**src/rtl/dmi_jtag_ctrl_pkg.sv**
```systemverilog
// Shared types for the JTAG DTM front-end: DMI op codes, sticky DMI error
// codes and the DTMCS register layout.
package dmi_jtag_ctrl_pkg;

    localparam int unsigned DmiDataWidth = 32;
    localparam int unsigned DmiOpWidth   = 2;

    // Positions of the two self-clearing control bits within DTMCS.
    localparam int unsigned DtmcsDmiResetBit  = 16;
    localparam int unsigned DtmcsHardResetBit = 17;

    typedef enum logic [1:0] {
        DtmNop   = 2'd0,
        DtmRead  = 2'd1,
        DtmWrite = 2'd2
    } dtm_op_e;

    typedef enum logic [1:0] {
        NoError  = 2'd0,
        Reserved = 2'd1,
        OpFailed = 2'd2,
        Busy     = 2'd3
    } dmi_error_e;

    typedef struct packed {
        logic [13:0] zero1;
        logic        dmihardreset;
        logic        dmireset;
        logic        zero0;
        logic [2:0]  idle;
        logic [1:0]  dmistat;
        logic [5:0]  abits;
        logic [3:0]  version;
    } dtmcs_t;

endpackage

```
**src/rtl/dmi_jtag_ctrl.sv**
```systemverilog
// DMI transaction controller in the TCK domain: owns the DMI and DTMCS data
// registers, sequences requests/responses toward the DMI CDC and keeps the
// sticky DMI error status.
//
// state     | meaning
// ----------+------------------------------------------------------------
// Idle      | no access outstanding; Update-DR on DMI may start one
// Read      | read request presented, waiting for the CDC to accept it
// WaitRead  | read accepted, waiting for its response
// Write     | write request presented, waiting for the CDC to accept it
// WaitWrite | write accepted, waiting for its response
// Drain     | access aborted by dmihardreset; swallow its response
module dmi_jtag_ctrl
    import dmi_jtag_ctrl_pkg::*;
#(
    parameter int unsigned AddrWidth  = 7,
    parameter int unsigned IdleCycles = 1,
    parameter int unsigned DtmVersion = 1
) (
    input  logic                    tck_i,
    input  logic                    trst_ni,
    input  logic                    test_logic_reset_i,
    input  logic                    capture_dr_i,
    input  logic                    shift_dr_i,
    input  logic                    update_dr_i,
    input  logic                    dmi_access_i,
    input  logic                    dtmcs_select_i,
    input  logic                    tdi_i,
    output logic                    tdo_o,
    output logic [AddrWidth-1:0]    dmi_req_addr_o,
    output logic [DmiDataWidth-1:0] dmi_req_data_o,
    output logic [DmiOpWidth-1:0]   dmi_req_op_o,
    output logic                    dmi_req_valid_o,
    input  logic                    dmi_req_ready_i,
    input  logic [DmiDataWidth-1:0] dmi_resp_data_i,
    input  logic [DmiOpWidth-1:0]   dmi_resp_op_i,
    input  logic                    dmi_resp_valid_i,
    output logic                    dmi_resp_ready_o
);

    localparam int unsigned DmiWidth = AddrWidth + DmiDataWidth + DmiOpWidth;

    typedef struct packed {
        logic [AddrWidth-1:0]    address;
        logic [DmiDataWidth-1:0] data;
        logic [DmiOpWidth-1:0]   op;
    } dmi_t;

    typedef enum logic [2:0] {
        Idle,
        Read,
        WaitRead,
        Write,
        WaitWrite,
        Drain
    } state_e;

    logic [DmiWidth-1:0]     dmi_sr_q;
    logic [31:0]             dtmcs_sr_q;
    dmi_t                    dmi_sr;

    state_e                  state_q;
    logic [AddrWidth-1:0]    address_q;
    logic [DmiDataWidth-1:0] data_q;
    dmi_error_e              error_q;
    logic                    abort_q;
    logic                    req_valid_q;
    dtm_op_e                 req_op_q;

    logic                    busy_now;
    logic                    dmi_capture;
    logic                    dmi_update;
    logic                    dtmcs_update;
    logic                    dmi_reset;
    logic                    hard_reset;
    logic                    clear_error;
    dmi_error_e              capture_status;
    dtmcs_t                  dtmcs_capture;

    assign dmi_sr = dmi_sr_q;

    assign busy_now     = (state_q != Idle);
    assign dmi_capture  = capture_dr_i && dmi_access_i;
    assign dmi_update   = update_dr_i && dmi_access_i;
    assign dtmcs_update = update_dr_i && dtmcs_select_i;
    assign dmi_reset    = dtmcs_update && dtmcs_sr_q[DtmcsDmiResetBit];
    assign hard_reset   = dtmcs_update && dtmcs_sr_q[DtmcsHardResetBit];
    assign clear_error  = dmi_reset || hard_reset;

    // Status field returned on a DMI capture: a sticky error wins over busy.
    always_comb begin
        capture_status = NoError;
        if (error_q != NoError) begin
            capture_status = error_q;
        end else if (busy_now) begin
            capture_status = Busy;
        end
    end

    // Read-only DTMCS image; the reset request bits always read back as zero.
    always_comb begin
        dtmcs_capture         = '0;
        dtmcs_capture.idle    = 3'(IdleCycles);
        dtmcs_capture.dmistat = error_q;
        dtmcs_capture.abits   = 6'(AddrWidth);
        dtmcs_capture.version = 4'(DtmVersion);
    end

    // Capture/shift of the DMI and DTMCS data registers, LSB shifted out first.
    always_ff @(posedge tck_i or negedge trst_ni) begin
        if (!trst_ni) begin
            dmi_sr_q   <= '0;
            dtmcs_sr_q <= '0;
        end else if (test_logic_reset_i) begin
            dmi_sr_q   <= '0;
            dtmcs_sr_q <= '0;
        end else begin
            if (dmi_access_i) begin
                if (capture_dr_i) begin
                    dmi_sr_q <= {address_q, data_q, capture_status};
                end else if (shift_dr_i) begin
                    dmi_sr_q <= {tdi_i, dmi_sr_q[DmiWidth-1:1]};
                end
            end
            if (dtmcs_select_i) begin
                if (capture_dr_i) begin
                    dtmcs_sr_q <= dtmcs_capture;
                end else if (shift_dr_i) begin
                    dtmcs_sr_q <= {tdi_i, dtmcs_sr_q[31:1]};
                end
            end
        end
    end

    // Request/response sequencing plus sticky error tracking.
    // Error writes are ordered so later ones win: failed < busy < clear.
    always_ff @(posedge tck_i or negedge trst_ni) begin
        if (!trst_ni) begin
            state_q     <= Idle;
            address_q   <= '0;
            data_q      <= '0;
            error_q     <= NoError;
            abort_q     <= 1'b0;
            req_valid_q <= 1'b0;
            req_op_q    <= DtmNop;
        end else if (test_logic_reset_i) begin
            state_q     <= Idle;
            address_q   <= '0;
            data_q      <= '0;
            error_q     <= NoError;
            abort_q     <= 1'b0;
            req_valid_q <= 1'b0;
            req_op_q    <= DtmNop;
        end else begin
            unique case (state_q)
                Idle: begin
                    if (dmi_update && (error_q == NoError)) begin
                        address_q <= dmi_sr.address;
                        data_q    <= dmi_sr.data;
                        if (dmi_sr.op == DtmRead) begin
                            state_q     <= Read;
                            req_valid_q <= 1'b1;
                            req_op_q    <= DtmRead;
                        end else if (dmi_sr.op == DtmWrite) begin
                            state_q     <= Write;
                            req_valid_q <= 1'b1;
                            req_op_q    <= DtmWrite;
                        end
                    end
                end
                Read, Write: begin
                    // A presented request is never withdrawn; an abort only
                    // redirects where the accepted access ends up.
                    if (dmi_req_ready_i) begin
                        req_valid_q <= 1'b0;
                        abort_q     <= 1'b0;
                        if (abort_q || hard_reset) begin
                            state_q <= Drain;
                        end else if (state_q == Read) begin
                            state_q <= WaitRead;
                        end else begin
                            state_q <= WaitWrite;
                        end
                    end else if (hard_reset) begin
                        abort_q <= 1'b1;
                    end
                end
                WaitRead, WaitWrite: begin
                    if (dmi_resp_valid_i) begin
                        state_q <= Idle;
                        // A hardreset landing with the response discards it.
                        if (!hard_reset) begin
                            if (dmi_resp_op_i == 2'd0) begin
                                if (state_q == WaitRead) begin
                                    data_q <= dmi_resp_data_i;
                                end
                            end else if (error_q == NoError) begin
                                error_q <= OpFailed;
                            end
                        end
                    end else if (hard_reset) begin
                        state_q <= Drain;
                    end
                end
                Drain: begin
                    if (dmi_resp_valid_i) begin
                        state_q <= Idle;
                    end
                end
                default: begin
                    state_q     <= Idle;
                    req_valid_q <= 1'b0;
                    abort_q     <= 1'b0;
                end
            endcase

            if ((dmi_capture || dmi_update) && busy_now) begin
                error_q <= Busy;
            end
            if (clear_error) begin
                error_q <= NoError;
            end
        end
    end

    assign tdo_o = dmi_access_i   ? dmi_sr_q[0]   :
                   dtmcs_select_i ? dtmcs_sr_q[0] : 1'b0;

    assign dmi_req_addr_o   = address_q;
    assign dmi_req_data_o   = data_q;
    assign dmi_req_op_o     = req_op_q;
    assign dmi_req_valid_o  = req_valid_q;
    assign dmi_resp_ready_o = 1'b1;

endmodule

```
**config.mk**
```make
export PLATFORM = sky130hd
export DESIGN_NAME = dmi_jtag_ctrl
export DESIGN_NICKNAME = d
export VERILOG_FILES = /design/src/rtl/dmi_jtag_ctrl_pkg.sv /design/src/rtl/dmi_jtag_ctrl.sv
export SDC_FILE = /design/constraint.sdc
export NUM_CORES = 1
export LEC_CHECK = 0
export BUFFER_PORTS_ARGS = -buffer_cell sky130_fd_sc_hd__buf_2
export CORE_MARGIN = 2
export CORE_UTILIZATION = 62
export DETAILED_ROUTE_END_ITERATION = 8
export GPL_TIMING_DRIVEN = 0
export HOLD_SLACK_MARGIN = 0.15
export PLACE_DENSITY_LB_ADDON = 0.15
export SLEW_MARGIN = 20
export SYNTH_ARGS = -nofsm -noshare
export SYNTH_HDL_FRONTEND = slang
export SYNTH_SLANG_ARGS = --single-unit
```
**constraint.sdc**
```tcl
create_clock -name tck_i -period 4.2 [get_ports tck_i]
set_input_delay 1.05 -clock tck_i [delete_from_list [all_inputs] [get_ports tck_i]]
set_output_delay 1.05 -clock tck_i [all_outputs]
set_load 0.03 [all_outputs]
```
==> impl_metrics.yaml <==
logic_synthesis:
  synth.cell_area_um2: 6123
  synth.distinct_cells: 46
  avgSynthCellArea_um2: 9.876
  yosysSeqAreaShare_pct: 49.45
  ys_warn_count: 0
  synth_top_area_cell: "dfrtp_1"
  synth_edf_count: 0
  netlist_instances: 620
  async_flop_share_pct: 100.0
  synth.ff_latch_count: 121
  synth_area_leaders: "dfrtp_1 (49%), mux2_4 (7.4%), mux2i_1 (6.7%)"
  yosys-top-cells-count: "dfrtp_1 (121), nand2_1 (109), o21ai_0 (67)"
  yosys.cell_count.top_type: "dfrtp_1"
  syn-num-nets: 665
  synth_top_area_share_pct: 49.45
  ys.flop_type: "dfrtp_1"
clock_tree:
  root_buffer: "clkbuf_8"
  cts_buffers: 17
  cts_tree: "built"
  clkTransAtPathRegs_ps: 60
  cts_hold_buf: 0
  clkLatencyLatePin_ps: 510
  max-clock-path-buffers: 2
  htree_levels: 4
  ctsResizeCount: 0
  cts_sinks: 121
  post_cts_buffers: 0
critical_path:
  critPathRequiredTime_ps: 3150
  cp_slowest_cell: "buf_2"
  setup.worst_path.class: "primary input to output pin"
  cpMostUsedCell: "buf_2"
  start_kind: "primary input"
  r2r_cells: 6
  max_stage_delay_ps: 230
  worstPathArrival_ps: 1660
  crit_fanout: 6
  endpoint_kind: "output pin"
  path_cells: "buf_2, nand2_1, o21ai_0, buf_2"
sta:
  setup_violations: 0
  hold_viol: 0
  fin_worst_skew_ps: 6.867
  fmax_mhz: 368.7
  final-max-slew-violation-count: 0
  period_share_pct: 64.57
  period_needed_ps: 2712
  tightest_slew_ps: 827.4
  relSlewSlack_pct: 44.84
  rsz0062_at_grt: "no"
  final.setup.tns_ps: 0
  holdWs_ps: 481.2
cells_and_area:
  final_nets: 771
  fill_cells: 656
  design_area_um2: 7346
  seqCellArea_um2: 3028
  n_antenna_cell: 0
  drive_gt1_share_pct: 23.55
  area_growth_pct: 19.96
  multiInputGateArea_um2: 2840
die:
  die_area_um2: 10690
  fp.dieW_um: 103.4
  ios: 89
  initial_core_util_pct: 63.23
  coreArea_um2: 9684
  die_height_um: 103.4
  placementRows: 36
detailed_routing:
  vias: 5225
  dr.first_iter.drc_count: 311
  drtPass1Iterations: 6
  routed_via_density: 5.992
  remaining_drc_errors: 0
  wl_per_cell_um: 17.31
  drt_wl_total_um: 15090
  postRouteAntennaNets: 0
pwr:
  power.total_mw: 4.465
  p_leak_nw: 3.399
  powerDensity_nw_per_um2: 607.8
  irDropWorstVdd_mv: 0.3133
global_route:
  grt_usage_pct: 29.87
  grt_max_degree: 65
  antenna_found_initial: 0
  use_met1_pct: 41.48
  busiest_layer: "met2"
  grt_use_met3_pct: 6.116
  met2_usage_pct: 47.39
  grt_pass1_vias: 4899
  grt_pass1_wl_um: 24360
  overflow: 0
run_status:
  outcome: "finished, final reports clean"
place:
  hpwl_um: 10220
  placed_area_um2: 6754
  place.gp.congestion: 0.8514
  portBuffers: 86
min_path:
  worstHoldPathCells: 2
  hold_path.class: "flop to flop"
run:
  drv_cap: 0
## where the power goes
group	leakage, nW	internal (mW)	switching [mW]
sequential	1.66	1.34	0.157
clock	0.278	0.907	0.545
combinational	1.46	0.565	0.954
total	3.40	2.81	1.66
## layer usage
metal / part of all wire, % / vias to the layer above
li1: - / 2424
met1: 44 / 2566
met2: 49 / 207
met3: 6.1 / 28
met4: 1.4 / 0
met5: 0 / -
## sequential cells by signal, indices dropped and copies added (netlist names)
name	flops
dmi_sr	41
dmi_req_valid_o	1
abort_q	1
error_q	2
state_q	3
dmi_req_addr_o	7
dtmcs_sr_q	32
dmi_req_data_o	32
dmi_req_op_o	2
## critical path, delay by kind of cell
family	cells	cell delay (ps)
buffers and inverters	2	390
and+or+nand+nor	1	60
AOI/OAI and AO/OA	1	160
## cell usage in the layout (no fill, tap or decap), types with 3 or more instances in the layout
cell type,instances
a21oi_1,47
mux2_2,4
o21a_1,3
clkinv_4,3
buf_6,4
clkbuf_16,16
nor2b_1,4
buf_2,91
nor3_1,3
inv_1,4
clkinvlp_4,4
dfrtp_1,121
mux2_4,30
mux2i_1,41
nor2_1,12
clkbuf_1,44
o21ai_0,67
bufinv_16,3
o31ai_1,48
nand2_1,109
nand3_1,40
## stage by stage
step,worst slack (ps),util (%),std cells
2_1_floorplan,1388,-,620
3_3_place_gp,604.5,69.39,839
3_5_place_dp,1414,69.74,840
4_1_cts,1495,75.85,872
5_1_grt,1476,75.85,872
6_report,1488,75.85,872
## worst paths after layout
kind | start | endpoint | slack [ps]
worst min register to register | dtmcs_sr_q[19] | dtmcs_sr_q[19] | 480
worst max register to register | state_q[2] | dmi_req_data_o[25] | 2020
worst min-delay path | dtmcs_sr_q[19] | dtmcs_sr_q[19] | 480
worst max-delay path | dtmcs_select_i | tdo_o | 1490
min in group asynchronous | trst_ni | dmi_req_data_o[6] | 500
max in group asynchronous | trst_ni | dtmcs_sr_q[11] | 2990
## cell families (layout without fill, tap and decap cells)
logic type / count (synthesis) / count (layout) / synth area share (%)
other: 1 / 1 / 0.06124
AOI/OAI and AO/OA: 181 / 181 / 18.21
and+or+nand+nor: 180 / 180 / 12.89
buffers and inverters: 59 / 178 / 4.168
xor gates and xnor gates: 3 / 3 / 0.4292
muxes: 75 / 75 / 14.79
DFF: 121 / 121 / 49.45
## cell type report
cell class / instances / area share, %
flip-flops and latches: 121 / 41.22
multi-input cells: 440 / 38.66
repair buffers: 87 / 6.319
clock buffers: 18 / 5.689
plain buffers: 54 / 3.219
clock inverters: 14 / 2.368
well taps: 133 / 2.265
inverters: 5 / 0.2555
Note: power is estimated with default switching activity, not from simulation.
